### src/rtl/riscv_hazard_sb.sv
// Hazard/stall controller with a shadow destination scoreboard, one entry per stage after decode.
// Optional operand forwarding selects are built when RISCV_HZD_FWD_EN is defined.
module riscv_hazard_sb #(
    parameter int unsigned NSTAGE    = 3,
    parameter int unsigned BR_STAGE  = 1,
    parameter int unsigned MEM_STAGE = 1,
    parameter int unsigned REG_AW    = 5
) (
    input  logic              clk,
    input  logic              rst_n,
    input  logic              i_dec_valid,
    input  logic              i_src1_en,
    input  logic              i_src2_en,
    input  logic [REG_AW-1:0] i_src1_addr,
    input  logic [REG_AW-1:0] i_src2_addr,
    input  logic              i_dst_we,
    input  logic [REG_AW-1:0] i_dst_addr,
    input  logic              i_is_load,
    input  logic              i_redirect,
    input  logic              i_mem_stall,
    output logic              o_stall_f,
    output logic              o_stall_fd,
    output logic              o_flush_fd,
    output logic              o_flush_de,
    output logic [NSTAGE-1:0] o_stall_pipe,
    output logic [NSTAGE-1:0] o_flush_pipe,
    output logic              o_issue,
`ifdef RISCV_HZD_FWD_EN
    output logic [$clog2(NSTAGE+1)-1:0] o_fwd1_sel,
    output logic [$clog2(NSTAGE+1)-1:0] o_fwd2_sel,
`endif
    output logic [31:0]       o_hzd_cnt
);
    localparam int NS   = int'(NSTAGE);
    localparam int BRS  = int'(BR_STAGE);
    localparam int MEMS = int'(MEM_STAGE);

    logic [NSTAGE-1:0]             r_vld, r_we, r_ld;
    logic [NSTAGE-1:0][REG_AW-1:0] r_dst;
    logic [NSTAGE-1:0]             w_vld_d, w_we_d, w_ld_d;
    logic [NSTAGE-1:0][REG_AW-1:0] w_dst_d;
    logic [NSTAGE-1:0]             w_m1, w_m2;
    logic                          w_hzd, w_cnt_inc;
    logic [31:0]                   r_hzd_cnt;

    always_comb begin
        w_m1 = '0;
        w_m2 = '0;
        for (int k = 0; k < NS; k++) begin
            w_m1[k] = i_src1_en && (i_src1_addr != '0) && r_vld[k] && r_we[k]
                      && (r_dst[k] == i_src1_addr);
            w_m2[k] = i_src2_en && (i_src2_addr != '0) && r_vld[k] && r_we[k]
                      && (r_dst[k] == i_src2_addr);
        end
    end

`ifdef RISCV_HZD_FWD_EN
    localparam int SELW = $clog2(NSTAGE+1);

    // Lowest matching index is the youngest producer; encode as index + 1.
    function automatic logic [SELW-1:0] f_sel(input logic [NSTAGE-1:0] m);
        f_sel = '0;
        for (int k = NS - 1; k >= 0; k--) begin
            if (m[k]) f_sel = SELW'(k + 1);
        end
    endfunction

    assign o_fwd1_sel = i_dec_valid ? f_sel(w_m1) : '0;
    assign o_fwd2_sel = i_dec_valid ? f_sel(w_m2) : '0;
    // Only a load in stage 0 has no value to forward yet.
    assign w_hzd = i_dec_valid && (w_m1[0] || w_m2[0]) && r_ld[0];
`else
    logic w_unused_ld;
    assign w_unused_ld = ^r_ld;
    assign w_hzd = i_dec_valid && ((|w_m1) || (|w_m2));
`endif

    always_comb begin
        o_stall_f    = 1'b0;
        o_stall_fd   = 1'b0;
        o_flush_fd   = 1'b0;
        o_flush_de   = 1'b0;
        o_stall_pipe = '0;
        o_flush_pipe = '0;
        o_issue      = 1'b0;
        w_cnt_inc    = 1'b0;
        w_vld_d      = r_vld;
        w_we_d       = r_we;
        w_ld_d       = r_ld;
        w_dst_d      = r_dst;
        if (i_mem_stall) begin
            o_stall_f  = 1'b1;
            o_stall_fd = 1'b1;
            for (int k = 0; k < NS; k++) begin
                if (k <= MEMS) o_stall_pipe[k] = 1'b1;
            end
            for (int k = 1; k < NS; k++) begin
                if (k == MEMS + 1) begin
                    o_flush_pipe[k] = 1'b1;
                    w_vld_d[k]      = 1'b0;
                end else if (k > MEMS + 1) begin
                    w_vld_d[k] = r_vld[k-1];
                    w_we_d[k]  = r_we[k-1];
                    w_ld_d[k]  = r_ld[k-1];
                    w_dst_d[k] = r_dst[k-1];
                end
            end
        end else if (i_redirect) begin
            o_flush_fd = 1'b1;
            o_flush_de = 1'b1;
            for (int k = 1; k < NS; k++) begin
                if (k <= BRS) o_flush_pipe[k] = 1'b1;
            end
            // Wrong-path entries younger than the branch are killed as they shift.
            w_vld_d[0] = 1'b0;
            for (int k = 1; k < NS; k++) begin
                w_vld_d[k] = (k <= BRS) ? 1'b0 : r_vld[k-1];
                w_we_d[k]  = r_we[k-1];
                w_ld_d[k]  = r_ld[k-1];
                w_dst_d[k] = r_dst[k-1];
            end
        end else begin
            for (int k = 1; k < NS; k++) begin
                w_vld_d[k] = r_vld[k-1];
                w_we_d[k]  = r_we[k-1];
                w_ld_d[k]  = r_ld[k-1];
                w_dst_d[k] = r_dst[k-1];
            end
            if (w_hzd) begin
                o_stall_f  = 1'b1;
                o_stall_fd = 1'b1;
                o_flush_de = 1'b1;
                w_cnt_inc  = 1'b1;
                w_vld_d[0] = 1'b0;
            end else begin
                o_issue    = i_dec_valid;
                w_vld_d[0] = i_dec_valid;
                w_we_d[0]  = i_dst_we;
                w_ld_d[0]  = i_is_load;
                w_dst_d[0] = i_dst_addr;
            end
        end
    end

    always_ff @(posedge clk or negedge rst_n) begin
        if (!rst_n) begin
            r_vld     <= '0;
            r_we      <= '0;
            r_ld      <= '0;
            r_dst     <= '0;
            r_hzd_cnt <= '0;
        end else begin
            r_vld <= w_vld_d;
            r_we  <= w_we_d;
            r_ld  <= w_ld_d;
            r_dst <= w_dst_d;
            if (w_cnt_inc && (r_hzd_cnt != 32'hFFFF_FFFF)) r_hzd_cnt <= r_hzd_cnt + 32'd1;
        end
    end

    assign o_hzd_cnt = r_hzd_cnt;

endmodule

### config.mk
export PLATFORM = sky130hd
export DESIGN_NAME = riscv_hazard_sb
export DESIGN_NICKNAME = d
export VERILOG_FILES = /design/src/rtl/riscv_hazard_sb.sv
export SDC_FILE = /design/constraint.sdc
export NUM_CORES = 1
export LEC_CHECK = 0
export BUFFER_PORTS_ARGS = -buffer_cell sky130_fd_sc_hd__buf_2
export CORE_UTILIZATION = 49
export DETAILED_ROUTE_END_ITERATION = 10
export HOLD_SLACK_MARGIN = 0.06
export PLACE_DENSITY = 0.8
export SYNTH_ARGS = -nofsm -noshare
export SYNTH_HDL_FRONTEND = slang
export SYNTH_SLANG_ARGS = --single-unit
export TNS_END_PERCENT = 5
### constraint.sdc
create_clock -name clk -period 2.1 [get_ports clk]
set_clock_uncertainty 0.2 [all_clocks]
set_input_delay 0 -clock clk [delete_from_list [all_inputs] [get_ports clk]]
set_output_delay 0 -clock clk [all_outputs]
set_load 0.05 [all_outputs]
==> impl_metrics.yaml, run 1 <==
critical_path:
  cpMaxStageDelayCell: "dfrtp_1"
  cp.arrival_ps: 2560
  reg2reg_depth: 8
  crit_cells: 8
  critPathBufInv: 1
  crit_top_cell: "xor2_1"
  cp_cell_sequence: "xor2_1 > nor4_2 > nand4_1 > a31oi_4 > o211ai_2 > buf_12 > nor4_4 > xor2_1"
  cp_top_family: "simple AND/OR/NAND/NOR gates"
  crit_path_max_fanout: 13
  worstReg2RegStart: "r_dst[3]$_DFFE_PN0P_"
  setup.worst_path.end: "o_hzd_cnt[16]$_DFFE_PN0P_"
  end_kind: "flop"
  required_ps: 2130
  crit_path_max_incr_delay_ps: 430
  cp-start-kind: "flop"
  rrSetupSlack_ps: -430
  path_class: "flop to flop"
  cp-startpoint: "r_dst[3]$_DFFE_PN0P_"
  regToRegEndpoint: "o_hzd_cnt[16]$_DFFE_PN0P_"
grt:
  grt_pass1_wl_um: 13060
  track_usage_pct: 27.14
  grt_pass1_vias: 2726
  grt_max_degree: 29
  antenna_found_initial: 0
  grt-ovfl-total: 0
floorplan:
  initial_core_util_pct: 52.34
  die_h_um: 79.86
  num_rows: 27
  core-area_um2: 5675
  die_width_um: 79.86
  io_pins: 67
  die_area_um2: 6378
layout:
  syn_to_final_growth_pct: 45.49
  layout-drive-gt1-share_pct: 54.63
  nNetsFinal: 435
  n_antenna_cell: 0
  instances_no_fill: 482
yosys:
  synth_area_leaders: "dfrtp_1 (45%), xor2_1 (15%), mux2_2 (7.2%)"
  synth-simple-area-share_pct: 21.65
  netlist_instances: 270
  yosys.area_share.adder_pct: 0.4212
  ys_warn_count: 0
  synth-xor-area-share_pct: 17.69
  synth-compound-area-share_pct: 3.159
  ys_seq_elements: 53
  ys_types: 44
  synth_top_cell_area_share_pct: 44.65
  synth_seq_area_share_pct: 44.65
  syn-cell-area_um2: 2970
  synthMuxAreaShare_pct: 7.709
  avgSynthCellArea_um2: 11.00
  synth_top_family_by_area: "simple AND/OR/NAND/NOR gates"
  yosys.area.top_type: "dfrtp_1"
timing:
  setup_ws_ps: -426.5
  min_period_over_period_pct: 120.3
  finalSetupViolCount: 43
  clock.fmax_mhz: 395.8
  fin_crit_ps: 2527
  rsz0062_at_grt: "true"
  drv_slew: 0
  hold_viol_final: 0
hold_path:
  min-delay-start: "i_dec_valid"
  hold_depth: 4
  hold_class: "input port to primary output"
clock_tree:
  cts.clk_slew.worst_paths_ps: 90
  cts_buffers: 5
  cts_root_buffer: "clkbuf_8"
  insertion_delay_ps: 310
  cts_htree_levels: 2
  cts_num_sinks: 53
  cts_tree: "yes"
  clockBufferDepth: 2
routing:
  dr_wl_met3_um: 396
  drc: 0
  wl_um: 8317
  drt-met1-wl_um: 3576
  wire_per_inst_um: 17.26
  initialDrtViolationCount: 99
  vias_per_cell: 5.488
  dr.pass1.iters: 4
  topRoutingLayerUsed: "met4"
  ant_nets: 0
  vias: 2645
  wl_met2_um: 4215
pwr:
  total_power_mw: 2.254
  p_seq_share_pct: 52.1
  p_per_area_nw_per_um2: 521.5
  clkPwrFrac_pct: 26.5
  p_leak_nw: 2.108
  switchingPower_mw: 0.6546
  combPwrFrac_pct: 21.3
  internal_power_mw: 1.599
  vdd_drop_max_v: 0.0003572
  sw_frac_of_total_pct: 29.05
job:
  cap_viol_max_count: 0
status:
  violations: "setup timing"
  run_status: "complete, but fails checks"
place:
  io_buffers: 63
  place.gp.congestion: 0.8792
  hpwlAfterDp_um: 5671
  place_inst: 458
[power by group through the flow]
stage | Clock, mW | Combinational [mW] | Sequential (mW)
after floorplan | 0 | 0.240 | 1.19
after global placement | 0 | 0.408 | 1.18
after detailed placement | 0 | 0.422 | 1.19
after CTS | 0.606 | 0.467 | 1.17
after global routing | 0.642 | 0.514 | 1.18
final | 0.598 | 0.481 | 1.17
[layout by cell type, fill, tap and decap left out, drive strengths merged, types with 9 or more instances in the layout]
| cell type | instances |
|---|---|
| buf | 135 |
| dfrtp | 53 |
| xor2 | 51 |
| mux2 | 20 |
| nand4 | 16 |
| nor3 | 16 |
| nand2 | 14 |
| dlygate4sd3 | 13 |
| nor4 | 13 |
| nor2 | 12 |
| nand3 | 11 |
| xnor2 | 9 |
[repair_timing]
action	CTS	global route
endpoints found under the setup margin	43	47
setup buffers	1	3
hold buffers	13	0
resized for setup	36	5
hold endpoints to repair	68	0
pin swaps	29	9
[synth_stat cells, drive strengths merged]
cell and count:
nand4b 1, xnor2 9, nor4 13, nor3 16, and3 8, o21ai 4
inv 2, conb 1, xor2 51, nor2 12, nand4 16, a21o 1
or3 2, nand3 11, o211ai 1, a31oi 2, a21boi 1, buf 14
nor3b 3, or4 2, and2 2, a21oi 1, nand2 14, ha 1
dfrtp 53, o21bai 1, nor4b 2, nor2b 2, mux2 20, or2 1
clkbuf 3
[worst reg2reg max path, delay by kind of cell (launching register included)]
family / cells / cell delay (ps)
buf+inv: 1 / 190
simple gates: 3 / 840
flops: 1 / 430
compound gates: 2 / 450
xor+xnor: 2 / 340
[metal layers]
metal  global-route usage, %  vias up
met2                   48.29       95
met4                   10.54        0
li1                        -     1229
met5                       0        -
met3                   4.571       15
met1                   32.48     1306
[state kept, by name (all words and copies together), names as in the netlist]
register	flops
o_hzd_cnt	32
r_we	3
r_dst	15
r_vld	3
[area by class of cell]
type,instances,area [um2]
clock buffer,7,86.33
sequential,53,1349
tap,72,90.09
multi-input combinational,199,1739
fill,358,1354
inverter,2,7.507
timing repair buffer,149,1050
[stage by stage]
stage               hold slack [ps]  setup slack (ps)  utilization (%)  area (um2)  setup TNS, ps
floorplan                    -495.6            -241.9                -        3043          -5492
global placement             -150.7            -385.1            67.99        3859          -9182
detailed placement           -148.8            -472.3            67.99        3859         -13690
CTS                           193.7            -376.2            75.18        4267         -10550
global route                  206.4            -491.8            76.15        4322         -16470
finish                        194.3            -426.5            76.15        4322         -13690
[cells by family (layout without fill, tap and decap cells)]
group,count (synthesis),count (layout)
compound gates,11,11
xor+xnor,60,60
mux,20,20
other cells,1,2
flops,53,53
buf+inv,19,158
simple gates,105,105
fa+ha+maj,1,1
[how the worst min path moves through the flow]
stage	to	slack, ps
5_1_grt	o_flush_de	210
2_1_floorplan	o_hzd_cnt[0]$_DFFE_PN0P_	-500
6_report	o_flush_de	190
3_3_place_gp	r_dst[13]$_DFFE_PN0N_	-150
3_5_place_dp	r_dst[13]$_DFFE_PN0N_	-150
4_1_cts	o_flush_de	190
Power figures use the tool's default switching activity.
==> run 2: changes to the inputs <==
Settings changed: CORE_UTILIZATION 49 to 46, PLACE_DENSITY 0.8 to 0.76.
Clock period 2.1 ns to 2.3 ns, I/O delays scaled along.
==> impl_metrics.yaml, run 2 (synthesis gave the netlist of run 1 again) <==
status:
  run_status: "complete, but fails checks"
  violations: "setup timing"
hold_path:
  hold_class: "input port to asynchronous set/reset pin"
timing:
  slew-limit-headroom_pct: 50.84
  hold_viol_final: 0
  finalSetupViolCount: 42
  min_period_over_period_pct: 111.6
  finalSetupTns_ps: -6067
  rsz0062_at_grt: "true"
  drv_slew: 0
  clock.fmax_mhz: 389.5
  fin_crit_ps: 2568
  worst_slew_pin_slew_ps: 737.4
  setup_ws_ps: -267.5
routing:
  dr.pass1.iters: 4
  vias_per_cell: 5.520
  wl_um: 8025
  ant_nets: 0
  initialDrtViolationCount: 237
  vias: 2567
  drc: 0
  wire_per_inst_um: 17.26
clock_tree:
  cts_htree_levels: 2
  clockBufferDepth: 2
  cts.clk_slew.worst_paths_ps: 100
  cts_root_buffer: "clkbuf_8"
  cts_num_sinks: 53
  cts_buffers: 5
  insertion_delay_ps: 310
  cts_tree: "yes"
critical_path:
  cp-start-kind: "flop"
  worstReg2RegStart: "r_dst[10]$_DFFE_PN0N_"
  path_class: "flop to primary output"
  cp-startpoint: "r_dst[10]$_DFFE_PN0N_"
  crit_path_max_fanout: 4
  cp.arrival_ps: 2370
  end_kind: "primary output"
  required_ps: 2100
  reg2reg_depth: 9
layout:
  n_antenna_cell: 0
  fill_cells: 399
  final_cell_mix: "buf_2 (59), xor2_1 (50), buf_4 (49), dfrtp_1 (47), mux2_2 (18)"
  regArea_um2: 1334
  layout-drive-gt1-share_pct: 48.97
  layout_commonest_cell: "buf_2"
  multiInputGateArea_um2: 1740
  largest_reg_flops: 32
  nNetsFinal: 414
  syn_to_final_growth_pct: 41.36
pwr:
  vdd_drop_max_v: 0.0004083
  p_leak_nw: 2.050
  total_power_mw: 2.165
  p_per_area_nw_per_um2: 515.6
floorplan:
  io_pins: 67
  die_width_um: 82.36
  die_area_um2: 6782
  num_rows: 28
  initial_core_util_pct: 49.01
  core-area_um2: 6061
  die_h_um: 82.36
place:
  hpwlAfterDp_um: 5384
  io_buffers: 63
  place.gp.congestion: 0.9573
grt:
  grt-ovfl-total: 0
  track_usage_pct: 24.16
  grt_pass1_wl_um: 12080
  grt_pass1_vias: 2487
  grt_max_degree: 34
  antenna_found_initial: 0
job:
  cap_viol_max_count: 0
-- run 2: cell count changes in the layout (fill, tap and decap cells not counted), moves of 2 or more --
cell | before | now
dfrtp_1 | 35 | 47
buf_4 | 70 | 49
buf_8 | 0 | 2
nor3_4 | 2 | 6
buf_6 | 5 | 3
nor3_2 | 14 | 10
dfrtp_2 | 18 | 6
-- run 2: worst max-delay path, cell delays in order, from the launching register on --
cell and delay [ps]:
dfrtp_1 440, xor2_1 170, nor4_1 380, nand4_1 150, a31oi_1 200, buf_4 180, or2_4 150, nand2_4 70
o21bai_4 150, buf_8 170
-- run 2: cell type report --
class | count | area share, %
clock buffers | 7 | 2.056
clock inverters | 1 | 0.7151
inverters | 2 | 0.1788
multi-input cells | 199 | 41.45
flip-flops and latches | 53 | 31.76
well taps | 75 | 2.235
repair buffers | 128 | 21.60
-- run 2: where the power goes --
part	switching (mW)	internal [mW]
logic	0.208	0.219
clock network	0.302	0.355
registers	0.0819	0.999
total	0.592	1.57
-- run 2: repair_timing --
item | in CTS | in global routing
gates resized for setup | 31 | 19
setup buffers | 1 | 4
hold buffers | 12 | 0
pin swaps | 27 | 19
hold endpoints to repair | 41 | 0
setup endpoints to repair | 42 | 42
-- run 2: through the flow --
stage	area [um2]	hold slack, ps	util (%)	worst slack [ps]	cells
after floorplan	2988	-495.6	-	-248.3	271
after global placement	3666	-98.41	60.49	-109.2	440
after detailed placement	3666	-100.1	60.49	-199.7	440
after CTS	4074	129.4	67.22	-168.4	461
after global routing	4199	167.6	69.28	-362.7	465
final	4199	91.67	69.28	-267.5	465
-- run 2: routing by layer --
layer / share of wire, % / vias to the layer above / wire length, um / track usage (%)
met5: 0 / - / 0 / 0
met4: 1.8 / 0 / 144 / 5.965
met3: 4.7 / 15 / 378 / 3.626
met2: 50 / 90 / 4040 / 41.82
met1: 43 / 1283 / 3462 / 31.58
li1: - / 1179 / - / -
-- run 2: path summary, 6_finish.rpt --
check	slack, ps	end
setup / recovery	-270	o_stall_fd
hold / removal	90	o_hzd_cnt[31]$_DFFE_PN0P_
setup reg to reg	-240	o_hzd_cnt[18]$_DFFE_PN0P_
hold reg to reg	290	o_hzd_cnt[7]$_DFFE_PN0P_
max in group asynchronous	1040	r_dst[8]$_DFFE_PN0N_
min in group clk	190	r_vld[0]$_DFFE_PN0N_
